--- src/rtl/spike_event_queue.sv ---
// Multi-lane spike-event FIFO: lane-priority admission into a circular buffer, one pop per cycle.
// Optional saturating drop counter enabled by defining SPIKE_QUEUE_DROP_STATS_EN.
module spike_event_queue #(
  parameter int unsigned DEPTH   = 16,
  parameter int unsigned PTRBITS = 4,
  parameter int unsigned TAGBITS = 4,
  parameter int unsigned LANES   = 2
) (
  input  logic                       clk,
  input  logic                       asyn_reset,
  input  logic [LANES-1:0]           in_valid,
  input  logic [LANES*TAGBITS-1:0]   in_tag,
  input  logic                       deq,
  output logic [TAGBITS-1:0]         out_tag,
  output logic                       out_valid,
  output logic                       empty,
  output logic                       full,
  output logic [PTRBITS:0]           count,
  output logic [LANES-1:0]           accepted,
  output logic [15:0]                drop_cnt
);

  localparam int unsigned CW = PTRBITS + 1;
  localparam int unsigned SW = PTRBITS + 2;

  logic [TAGBITS-1:0] mem [DEPTH];
  logic [PTRBITS-1:0] rd_ptr;
  logic [PTRBITS-1:0] wr_ptr;
  logic [CW-1:0]      count_q;

  logic               deq_eff;
  logic [SW-1:0]      space;
  logic [SW-1:0]      n_valid;
  logic [CW-1:0]      n_acc;
  logic [PTRBITS-1:0] waddr [LANES];

  assign count     = count_q;
  assign empty     = (count_q == '0);
  assign full      = (count_q == CW'(DEPTH));
  assign out_valid = ~empty;
  assign out_tag   = empty ? '0 : mem[rd_ptr];

  // Accepted lanes always form a prefix of the valid lanes, so a lane's write
  // rank equals the number of valid lanes below it.
  always_comb begin
    deq_eff  = deq & ~empty;
    space    = SW'(DEPTH) - SW'(count_q) + SW'(deq_eff);
    n_valid  = '0;
    n_acc    = '0;
    accepted = '0;
    for (int i = 0; i < LANES; i++) begin
      waddr[i]    = wr_ptr + n_valid[PTRBITS-1:0];
      accepted[i] = in_valid[i] && (n_valid < space);
      n_valid     = n_valid + SW'(in_valid[i]);
      n_acc       = n_acc + CW'(accepted[i]);
    end
  end

  always_ff @(posedge clk) begin
    if (asyn_reset) begin
      rd_ptr  <= '0;
      wr_ptr  <= '0;
      count_q <= '0;
      for (int j = 0; j < DEPTH; j++) begin
        mem[j] <= '0;
      end
    end else begin
      for (int i = 0; i < LANES; i++) begin
        if (accepted[i]) begin
          mem[waddr[i]] <= in_tag[i*TAGBITS +: TAGBITS];
        end
      end
      wr_ptr  <= wr_ptr + n_acc[PTRBITS-1:0];
      rd_ptr  <= rd_ptr + PTRBITS'(deq_eff);
      count_q <= count_q + n_acc - CW'(deq_eff);
    end
  end

`ifdef SPIKE_QUEUE_DROP_STATS_EN
  logic [15:0] drop_q;
  logic [16:0] drop_sum;

  always_comb begin
    drop_sum = {1'b0, drop_q} + 17'(n_valid - SW'(n_acc));
  end

  always_ff @(posedge clk) begin
    if (asyn_reset) begin
      drop_q <= '0;
    end else begin
      drop_q <= drop_sum[16] ? 16'hFFFF : drop_sum[15:0];
    end
  end

  assign drop_cnt = drop_q;
`else
  assign drop_cnt = '0;
`endif

endmodule

--- config.mk ---
export PLATFORM = sky130hd
export DESIGN_NAME = spike_event_queue
export DESIGN_NICKNAME = d
export VERILOG_FILES = /design/src/rtl/spike_event_queue.sv
export SDC_FILE = /design/constraint.sdc
export NUM_CORES = 1
export LEC_CHECK = 0
export CAP_MARGIN = 25
export CELL_PAD_IN_SITES_DETAIL_PLACEMENT = 1
export CELL_PAD_IN_SITES_GLOBAL_PLACEMENT = 2
export CORE_MARGIN = 5
export CORE_UTILIZATION = 40
export DETAILED_ROUTE_END_ITERATION = 12
export PLACE_DENSITY = 0.79
export SLEW_MARGIN = 20
export SYNTH_ARGS = -nofsm -noshare
export SYNTH_HDL_FRONTEND = slang
export SYNTH_SLANG_ARGS = --single-unit
--- constraint.sdc ---
create_clock -name clk -period 5.59 [get_ports clk]
set_clock_uncertainty 0.15 [all_clocks]
set_input_delay 0.8385 -clock clk [delete_from_list [all_inputs] [get_ports clk]]
set_output_delay 0.8385 -clock clk [all_outputs]
set_load 0.1 [all_outputs]
==> results of run 1 <==
## layer usage
metal	track usage [%]	vias up	share of wire, %
li1	-	1666	-
met3	3.57	21	5.4
met4	8.44	0	2.2
met2	33.9	100	49
met1	28.7	1811	43
met5	0	-	0
## kinds of logic after synthesis
family / after synthesis / synth area share (%)
AOI/OAI and AO/OA: 50 / 8.87
xor gates and xnor gates: 7 / 1.19
adders and majority gates: 19 / 4.91
buffers and inverters: 67 / 6.25
DFF: 77 / 42.4
muxes: 84 / 22.8
other: 1 / 0.0729
and+or+nand+nor: 136 / 13.5
## worst paths after layout
path | start | slack (ns) | end
worst max-delay path | count[3]$_SDFF_PP0_ | 0.96 | count[4]$_SDFF_PP0_
worst min-delay path | wr_ptr[3]$_SDFF_PP0_ | 0.50 | wr_ptr[3]$_SDFF_PP0_
worst max register to register | count[3]$_SDFF_PP0_ | 0.96 | count[4]$_SDFF_PP0_
worst min register to register | wr_ptr[3]$_SDFF_PP0_ | 0.50 | wr_ptr[3]$_SDFF_PP0_
## layout by cell type (no fill, tap or decap), drive strengths merged, types with 13 or more instances in the layout
cell / Yosys / layout
edfxtp: 64 / 64
nor2: 17 / 17
a211o: 16 / 16
mux2: 64 / 64
inv: 18 / 17
clkdlybuf4s50: 0 / 23
ha: 17 / 17
a211oi: 17 / 17
nor3: 50 / 50
dfxtp: 13 / 13
conb: 1 / 16
nand2: 24 / 24
mux4: 20 / 20
nor4: 16 / 16
## cell type report
type | instances | area [µm²]
fillers | 1341 | 6710
inverters | 18 | 76.3
clock buffers | 10 | 229
multi-input cells | 312 | 2860
repair buffers | 31 | 288
clock inverters | 4 | 51.3
flip-flops and latches | 77 | 2190
well taps | 172 | 215
## sequential cells by signal (all words and copies together), names as in the netlist
| name | cells |
|---|---|
| mem | 64 |
| count | 5 |
| rd_ptr | 4 |
| wr_ptr | 4 |
## worst register-to-register path, stage by stage, from the launching register on
cell        delay, ns
dfxtp_4          0.36
inv_4            0.08
ha_4             0.15
nor4b_4          0.27
clkinvlp_4       0.21
nand2_2          0.12
ha_4             0.17
inv_2            0.05
ha_4             0.16
or3_1            0.44
a211oi_4         0.26
buf_4            0.28
a21boi_4         0.11
ha_4             0.30
inv_2            0.04
ha_4             0.22
inv_2            0.06
ha_4             0.12
inv_2            0.04
fa_2             0.36
inv_1            0.06
a21oi_1          0.06
o21bai_1         0.17
xnor2_1          0.16
nor2_1           0.06
## through the flow
stage                     power, W  area [µm²]
after global routing       0.00296        5910
after floorplan            0.00193        5390
after detailed placement   0.00225        5630
after global placement     0.00220        5630
after CTS                  0.00284        5910
final                      0.00282        5910
## power groups by stage
stage | clock network (W) | logic [W] | registers [W]
final | 0.000576 | 0.00145 | 0.000786
after global routing | 0.000619 | 0.00154 | 0.000798
after CTS | 0.000592 | 0.00146 | 0.000787
after detailed placement | 0 | 0.00145 | 0.000798
after global placement | 0 | 0.00141 | 0.000791
after floorplan | 0 | 0.00106 | 0.000865
==> out/results.ini, run 1 <==
[status]
outcome=finished clean

[sta]
worst_pin_slew_ns=1.02
final.period_utilization_pct=82.8
hold_violations=0
fin_crit_ns=4.63
fmax_mhz=216
setup_tns_ns=0
slew-limit-headroom_pct=31.4
timing.hold.ws_ns=0.502
finalMaxSlewViolations=0
setup_ws_ns=0.960
setup-violations-final=0
rsz0062_at_grt=no

[clock_tree]
insertion_delay_ns=0.34
postCtsSetupBuffers=0
cts_resized=0
hold_buffers=0
cts-buffers-inserted=9
cts_max_level=3
cts_tree=done
clk_path_buf_depth=2
clkTransAtPathRegs_ns=0.06
cts.sinks=77
cts_root_buffer=clkbuf_16

[hold_path]
hold_class=reg -> reg
hold_depth=2

[grt]
grtUsageTotal_pct=21.2
antenna_found_initial=0
grt_overflow=0
grt_max_degree=69
grt_pass1_vias=3829
grt_pass1_wl_um=23500

[floorplanning]
start_util_pct=40.8
core-area_mm2=0.0126
floorplan.die.height_um=123
die_x_um=123
num_rows=41
ioPinCount=43
die_area_mm2=0.0152

[critical_path]
path_class=reg -> reg
crit_family=adder cells
crit_fanout=17
path_cells=inv_4, ha_4, nor4b_4, clkinvlp_4, nand2_2, ha_4, inv_2, ha_4, or3_1, a211oi_4, buf_4, a21boi_4, ha_4, inv_2, ha_4, inv_2, ha_4, inv_2, fa_2, inv_1, a21oi_1, o21bai_1, xnor2_1, nor2_1
crit_top_cell=ha_4
cp-end-kind=flip-flop
worst-r2r-cell-count=24
critPathBufInv=8
crit_path_max_incr_delay_ns=0.44
worstPathArrival_ns=4.66
startpoint_type=flip-flop
path_depth=24
crit_path_top_delay_cell=or3_1
crit_required_ns=5.62

[yosys]
yosysTopAreaCell=edfxtp_1
syn_area_mm2=0.00515
synthTopCellsByCount=edfxtp_1, mux2_2, nor3_1, nand2_1, clkbuf_1
synth_cell_types=42
async_flop_share_pct=0
synth_edf_count=64
yosys_most_used_dff=edfxtp_1
ys_warn_count=0
avgSynthCellArea_um2=11.7
ys_ff_latch=77
synth_area_leaders=edfxtp_1, mux2_2, mux4_2
seq_area_frac_synth_pct=42.4
synth_top_area_share_pct=37.3
synthCells=441

[power_and_ir_drop]
p_sw_share_pct=45.6
p_seq_share_pct=27.9
pwr_density_cell_mw_per_mm2=477
p_leak_nw=2.09
p_sw_w=0.00128
pwr-share-comb_pct=51.6
power_frac_clock_pct=20.5
intPower_w=0.00153
ir_worst_vdd_v=0.000184

[routing]
wl_per_cell_um=24.3
ant_nets=0
wirelength_um=15200
drt_pass1_iterations=8
dr_total_vias=3598
viasPerCell=5.77
post-route-drc-count=0
drtIter0Drc=281

[finish]
drive_above_1_share_pct=31.9
syn2layout_area_growth_pct=14.8
n_antenna_cell=0
fin_nets=481
fin_cells=624
final_util_pct=46.8

[place]
hpwlAfterDp_um=10800
port_buffers=26
gp_congestion=0.821
dpl_worst_slack_ns=0.831
dp.cells=610

[run]
maxCapViolCount=0

Note: power is estimated with default switching activity, not from simulation.
==> inputs of run 2 (changes only) <==
==> constraint.sdc (replaced) <==
create_clock -name clk -period 4.45 [get_ports clk]
set_clock_uncertainty 0.15 [all_clocks]
set_input_delay 0.6675 -clock clk [delete_from_list [all_inputs] [get_ports clk]]
set_output_delay 0.6675 -clock clk [all_outputs]
set_load 0.1 [all_outputs]
==> run 2 against run 1 <==
Combinational power up 30%. Hold slack worse by 0.016 ns. Count of clock-buffer cells in the layout down 1. Die area unchanged. Flip-flop and latch count unchanged. Register-to-register slack worse by 0.76 ns. Non-clock buffer count up 12. Via count up 3.0%. Wire length up 1.7%. Global-route usage up 0.38 points. Largest cell class unchanged. Critical path depth down 1. Clock power up 52%.
==> out/results.ini, run 2 (synthesis gave the netlist of run 1 again) <==
[status]
outcome=finished clean

[finish]
multi_input_area_mm2=0.00288
syn2layout_area_growth_pct=18.4
n_antenna_cell=0
largest_register_ffs=64
seq_area_mm2=0.00219
fin_nets=493
final_area_mm2=0.00609
fin_cells=638
mostFrequentLayoutCells=mux2_2, edfxtp_1, nor3_1, nand2_1, buf_4
top_register=mem
num-fill-cells=1362
drive_above_1_share_pct=35.2

[power_and_ir_drop]
pwr-share-comb_pct=50.4
intPower_w=0.00208
pwr_density_cell_mw_per_mm2=613
p_sw_share_pct=44.2
p_leak_nw=2.20
power_frac_clock_pct=23.4
p_seq_share_pct=26.2
p_sw_w=0.00165
ir_worst_vdd_v=0.000195

[critical_path]
crit_required_ns=4.49
path_class=reg -> reg
path_cells=inv_6, ha_4, nor4b_4, clkinvlp_4, nand2_4, ha_4, inv_2, ha_4, or3_4, a2111oi_4, nor2b_4, ha_4, inv_2, ha_4, inv_2, ha_4, inv_2, fa_2, inv_1, a21oi_1, o21bai_1, xnor2_1, nor2_1
worstPathArrival_ns=4.28
crit_path_max_incr_delay_ns=0.44
crit_path_top_delay_cell=a2111oi_4
crit_fanout=5
crit_family=adder cells
startpoint_type=flip-flop
path_depth=23
critPathBufInv=7
crit_top_cell=ha_4
worst-r2r-cell-count=23
cp-end-kind=flip-flop

[clock_tree]
insertion_delay_ns=0.34
hold_buffers=0
cts-buffers-inserted=9
cts.sinks=77
clk_path_buf_depth=2
clkTransAtPathRegs_ns=0.06
cts_tree=done
cts_max_level=3
cts_root_buffer=clkbuf_16

[run]
maxCapViolCount=0

[grt]
grt_pass1_vias=3874
antenna_found_initial=1
grt_max_degree=69
grtUsageTotal_pct=21.6
grt_overflow=0
grt_pass1_wl_um=23900

[routing]
ant_nets=0
wirelength_um=15400
wl_per_cell_um=24.2
viasPerCell=5.81
drtIter0Drc=307
dr_total_vias=3705
post-route-drc-count=0
drt_pass1_iterations=4

[place]
gp_congestion=0.817
port_buffers=26
dp.cells=619
place_area_mm2=0.00571
dpl_worst_slack_ns=0.0158
hpwlAfterDp_um=10800

[floorplanning]
core-area_mm2=0.0126
floorplan.die.height_um=123
die_x_um=123
num_rows=41
ioPinCount=43
start_util_pct=40.8
die_area_mm2=0.0152

[sta]
setup_ws_ns=0.203
fmax_mhz=235
hold_violations=0
finalMaxSlewViolations=0
final.period_utilization_pct=95.4
slew-limit-headroom_pct=33.7
timing.hold.ws_ns=0.486
fin_crit_ns=4.25
worst_pin_slew_ns=0.991
setup-violations-final=0

[hold_path]
hold_class=reg -> reg
hold_depth=2

==> run 2: path summary, 6_finish.rpt <==
path | slack [ns] | to | from
worst min-delay path | 0.49 | wr_ptr[3]$_SDFF_PP0_ | wr_ptr[3]$_SDFF_PP0_
worst min register to register | 0.49 | wr_ptr[3]$_SDFF_PP0_ | wr_ptr[3]$_SDFF_PP0_
worst max-delay path | 0.20 | count[4]$_SDFF_PP0_ | count[2]$_SDFF_PP0_
worst max register to register | 0.20 | count[4]$_SDFF_PP0_ | count[2]$_SDFF_PP0_
==> run 2: per-layer routing <==
| metal | part of all wire, % | vias up | global-route usage [%] |
|---|---|---|---|
| li1 | - | 1697 | - |
| met1 | 44 | 1871 | 28.9 |
| met2 | 48 | 112 | 35.0 |
| met3 | 5.9 | 23 | 4.80 |
| met4 | 1.9 | 2 | 6.37 |
| met5 | 0.084 | - | 0 |
==> run 2: final cells by class <==
class / count / share of cell area [%]
Sequential cell: 77 / 36.0
Multi-Input combinational cell: 312 / 47.2
Timing Repair Buffer: 43 / 6.24
Inverter: 18 / 1.29
Clock buffer: 9 / 3.70
Tap cell: 172 / 3.53
Clock inverter: 7 / 1.97
==> run 2: power groups by stage <==
stage               logic [W]  registers (W)  clock network [W]
floorplan             0.00134        0.00109                  0
global placement      0.00183       0.000985                  0
detailed placement    0.00187       0.000994                  0
CTS                   0.00187       0.000980           0.000889
global route          0.00200       0.000992           0.000927
finish                0.00188       0.000979           0.000873
==> run 2: repair_timing <==
action / CTS / global route
endpoints found under the hold margin: 0 / 0
buffers inserted: 0 / 3
endpoints found under the setup margin: 0 / 1
resized for setup: 0 / 3
==> run 2: worst reg2reg max path, delay by kind of cell, from the launching register on <==
kind	cells	cell delay (ns)
AOI/OAI and AO/OA	3	0.65
xor gates and xnor gates	1	0.13
adders and majority gates	7	1.39
DFF	1	0.36
and+or+nand+nor	5	0.88
buffers and inverters	7	0.51
==> run 2: stage by stage <==
stage / util (%) / power, W / TNS (ns)
after floorplan: - / 0.00243 / -134.03
after global placement: 45.3 / 0.00281 / 0
after detailed placement: 45.3 / 0.00286 / 0
after CTS: 48.0 / 0.00374 / 0
after global routing: 48.3 / 0.00392 / -0.00532
final: 48.3 / 0.00374 / 0
==> inputs of run 3 (changes only) <==
--- a/config.mk
+++ b/config.mk
@@ -12,6 +12,7 @@
 export CORE_UTILIZATION = 40
 export DETAILED_ROUTE_END_ITERATION = 12
 export PLACE_DENSITY = 0.79
+export SETUP_SLACK_MARGIN = 0.1
 export SLEW_MARGIN = 20
 export SYNTH_ARGS = -nofsm -noshare
 export SYNTH_HDL_FRONTEND = slang
==> run 3 against run 2 <==
Hold slack worse by 0.0018 ns. Non-clock buffer count is 10 higher. Count of clock-buffer cells in the layout stayed put. Largest cell class unchanged. Largest power group unchanged. Sequential power hardly changed. Cell count is 1.6% higher. Flip-flop and latch count stayed put.
==> out/results.ini, run 3 (synthesis gave the netlist of run 1 again) <==
[floorplanning]
core-area_mm2=0.0126
ioPinCount=43
die_area_mm2=0.0152
floorplan.die.height_um=123
start_util_pct=40.8
die_x_um=123
num_rows=41

[sta]
worst_pin_slew_ns=0.988
slew-limit-headroom_pct=33.9
setup_ws_ns=0.191
setup_tns_ns=0
fmax_mhz=235
final.period_utilization_pct=95.7
rsz0062_at_grt=no
timing.hold.ws_ns=0.484
finalMaxSlewViolations=0
hold_violations=0
setup-violations-final=0
fin_crit_ns=4.26

[critical_path]
crit_path_top_delay_cell=or3_4
path_cells=inv_4, ha_4, nor4b_4, clkinvlp_4, nand2_4, ha_4, inv_2, ha_4, or3_4, a2111oi_4, nor2b_4, ha_4, inv_2, ha_4, inv_4, ha_4, inv_2, fa_2, inv_2, a21oi_2, o21bai_1, xnor2_1, nor2_1
crit_path_max_incr_delay_ns=0.42
path_class=reg -> reg
startpoint=count[3]$_SDFF_PP0_
crit_required_ns=4.49
cp-end-kind=flip-flop
crit_fanout=3
regToRegStartpoint=count[3]$_SDFF_PP0_
worstPathArrival_ns=4.30
crit_family=adder cells
startpoint_type=flip-flop
path_depth=23
worst-r2r-cell-count=23
crit_top_cell=ha_4
critPathBufInv=7

[power_and_ir_drop]
total_power_w=0.00384
p_leak_nw=2.24
ir_worst_vdd_v=0.000214
pwr_density_cell_mw_per_mm2=621

[place]
dpl_worst_slack_ns=0.0158
gp_congestion=0.817
port_buffers=26
dp.cells=619
hpwlAfterDp_um=10800

[finish]
seq_area_mm2=0.00219
num-fill-cells=1360
syn2layout_area_growth_pct=19.9
multi_input_area_mm2=0.00288
top_register=mem
fin_nets=503
largest_register_ffs=64
fin_cells=648
mostFrequentLayoutCells=mux2_2, edfxtp_1, nor3_1, buf_4, nand2_1
drive_above_1_share_pct=37.0
n_antenna_cell=0

[grt]
grt_pass1_wl_um=24000
grt_max_degree=69
grt_overflow=0
grt_pass1_vias=3886
antenna_found_initial=1
grtUsageTotal_pct=21.6

[clock_tree]
clkTransAtPathRegs_ns=0.06
cts_max_level=3
hold_buffers=0
cts.sinks=77
clk_path_buf_depth=2
insertion_delay_ns=0.34
cts_root_buffer=clkbuf_16
cts_tree=done
cts-buffers-inserted=9

[hold_path]
hp-start=wr_ptr[3]$_SDFF_PP0_
hold_class=reg -> reg
hold_depth=2

[routing]
ant_nets=0
wirelength_um=15800
wl_per_cell_um=24.4
viasPerCell=5.82
post-route-drc-count=0
drt_pass1_iterations=4
drtIter0Drc=279
dr_total_vias=3770

[status]
outcome=finished clean

[run]
maxCapViolCount=0

run 3: cell count changes in the layout (fill, tap and decap cells not counted):
cell / before / now
clkinv_4: 1 / 2
a21oi_2: 0 / 1
inv_1: 11 / 10
a21oi_1: 6 / 5
buf_4: 22 / 32
inv_6: 3 / 2
inv_4: 1 / 2
run 3: routing by layer:
metal	routed length [µm]	GRT usage [%]	vias to the layer above
met1	6560	28.9	1896
met2	7690	35.1	121
met3	1160	4.80	31
met4	419	6.37	2
li1	-	-	1720
met5	13	0	-
run 3: timing repair:
| item | CTS | global route |
|---|---|---|
| hold endpoints to repair | 0 | 0 |
| buffers inserted | 3 | 10 |
| pin swaps | 3 | 11 |
| gates cloned | 0 | 0 |
| resized for setup | 1 | 6 |
| setup endpoints to repair | 1 | 11 |
run 3: final cells by class:
cell class | count | share of cell area, %
multi-input combinational | 312 | 46.7
sequential | 77 | 35.5
timing repair buffer | 53 | 7.38
clock buffer | 9 | 3.65
tap | 172 | 3.49
clock inverter | 7 | 1.95
inverter | 18 | 1.32
run 3: worst paths after layout:
kind	to	slack, ns
worst max-delay path	count[4]$_SDFF_PP0_	0.19
worst min-delay path	wr_ptr[3]$_SDFF_PP0_	0.48
worst max register to register	count[4]$_SDFF_PP0_	0.19
worst min register to register	wr_ptr[3]$_SDFF_PP0_	0.48
run 3: metrics by stage:
stage                     util (%)  area, µm²
after floorplan                  -       5410
after global placement        45.3       5710
final                         48.9       6170
after CTS                     48.2       6080
after global routing          48.9       6170
after detailed placement      45.3       5710
run 3: worst reg2reg max path, stage by stage, from the launching register on:
cell and delay, ns:
dfxtp_4 0.35, inv_4 0.07, ha_4 0.12, nor4b_4 0.28, clkinvlp_4 0.20, nand2_4 0.11
ha_4 0.13, inv_2 0.04, ha_4 0.16, or3_4 0.42, a2111oi_4 0.39, nor2b_4 0.09
ha_4 0.28, inv_2 0.04, ha_4 0.21, inv_4 0.05, ha_4 0.13, inv_2 0.03
fa_2 0.34, inv_2 0.06, a21oi_2 0.05, o21bai_1 0.18, xnor2_1 0.17, nor2_1 0.06
run 3: power breakdown:
part	switching (W)	leakage, nW	total, W	internal [W]
logic	0.00129	1.30	0.00199	0.000696
registers	0.0000854	0.772	0.000977	0.000892
clock network	0.000321	0.168	0.000872	0.000551
total	0.00170	2.24	0.00384	0.00214
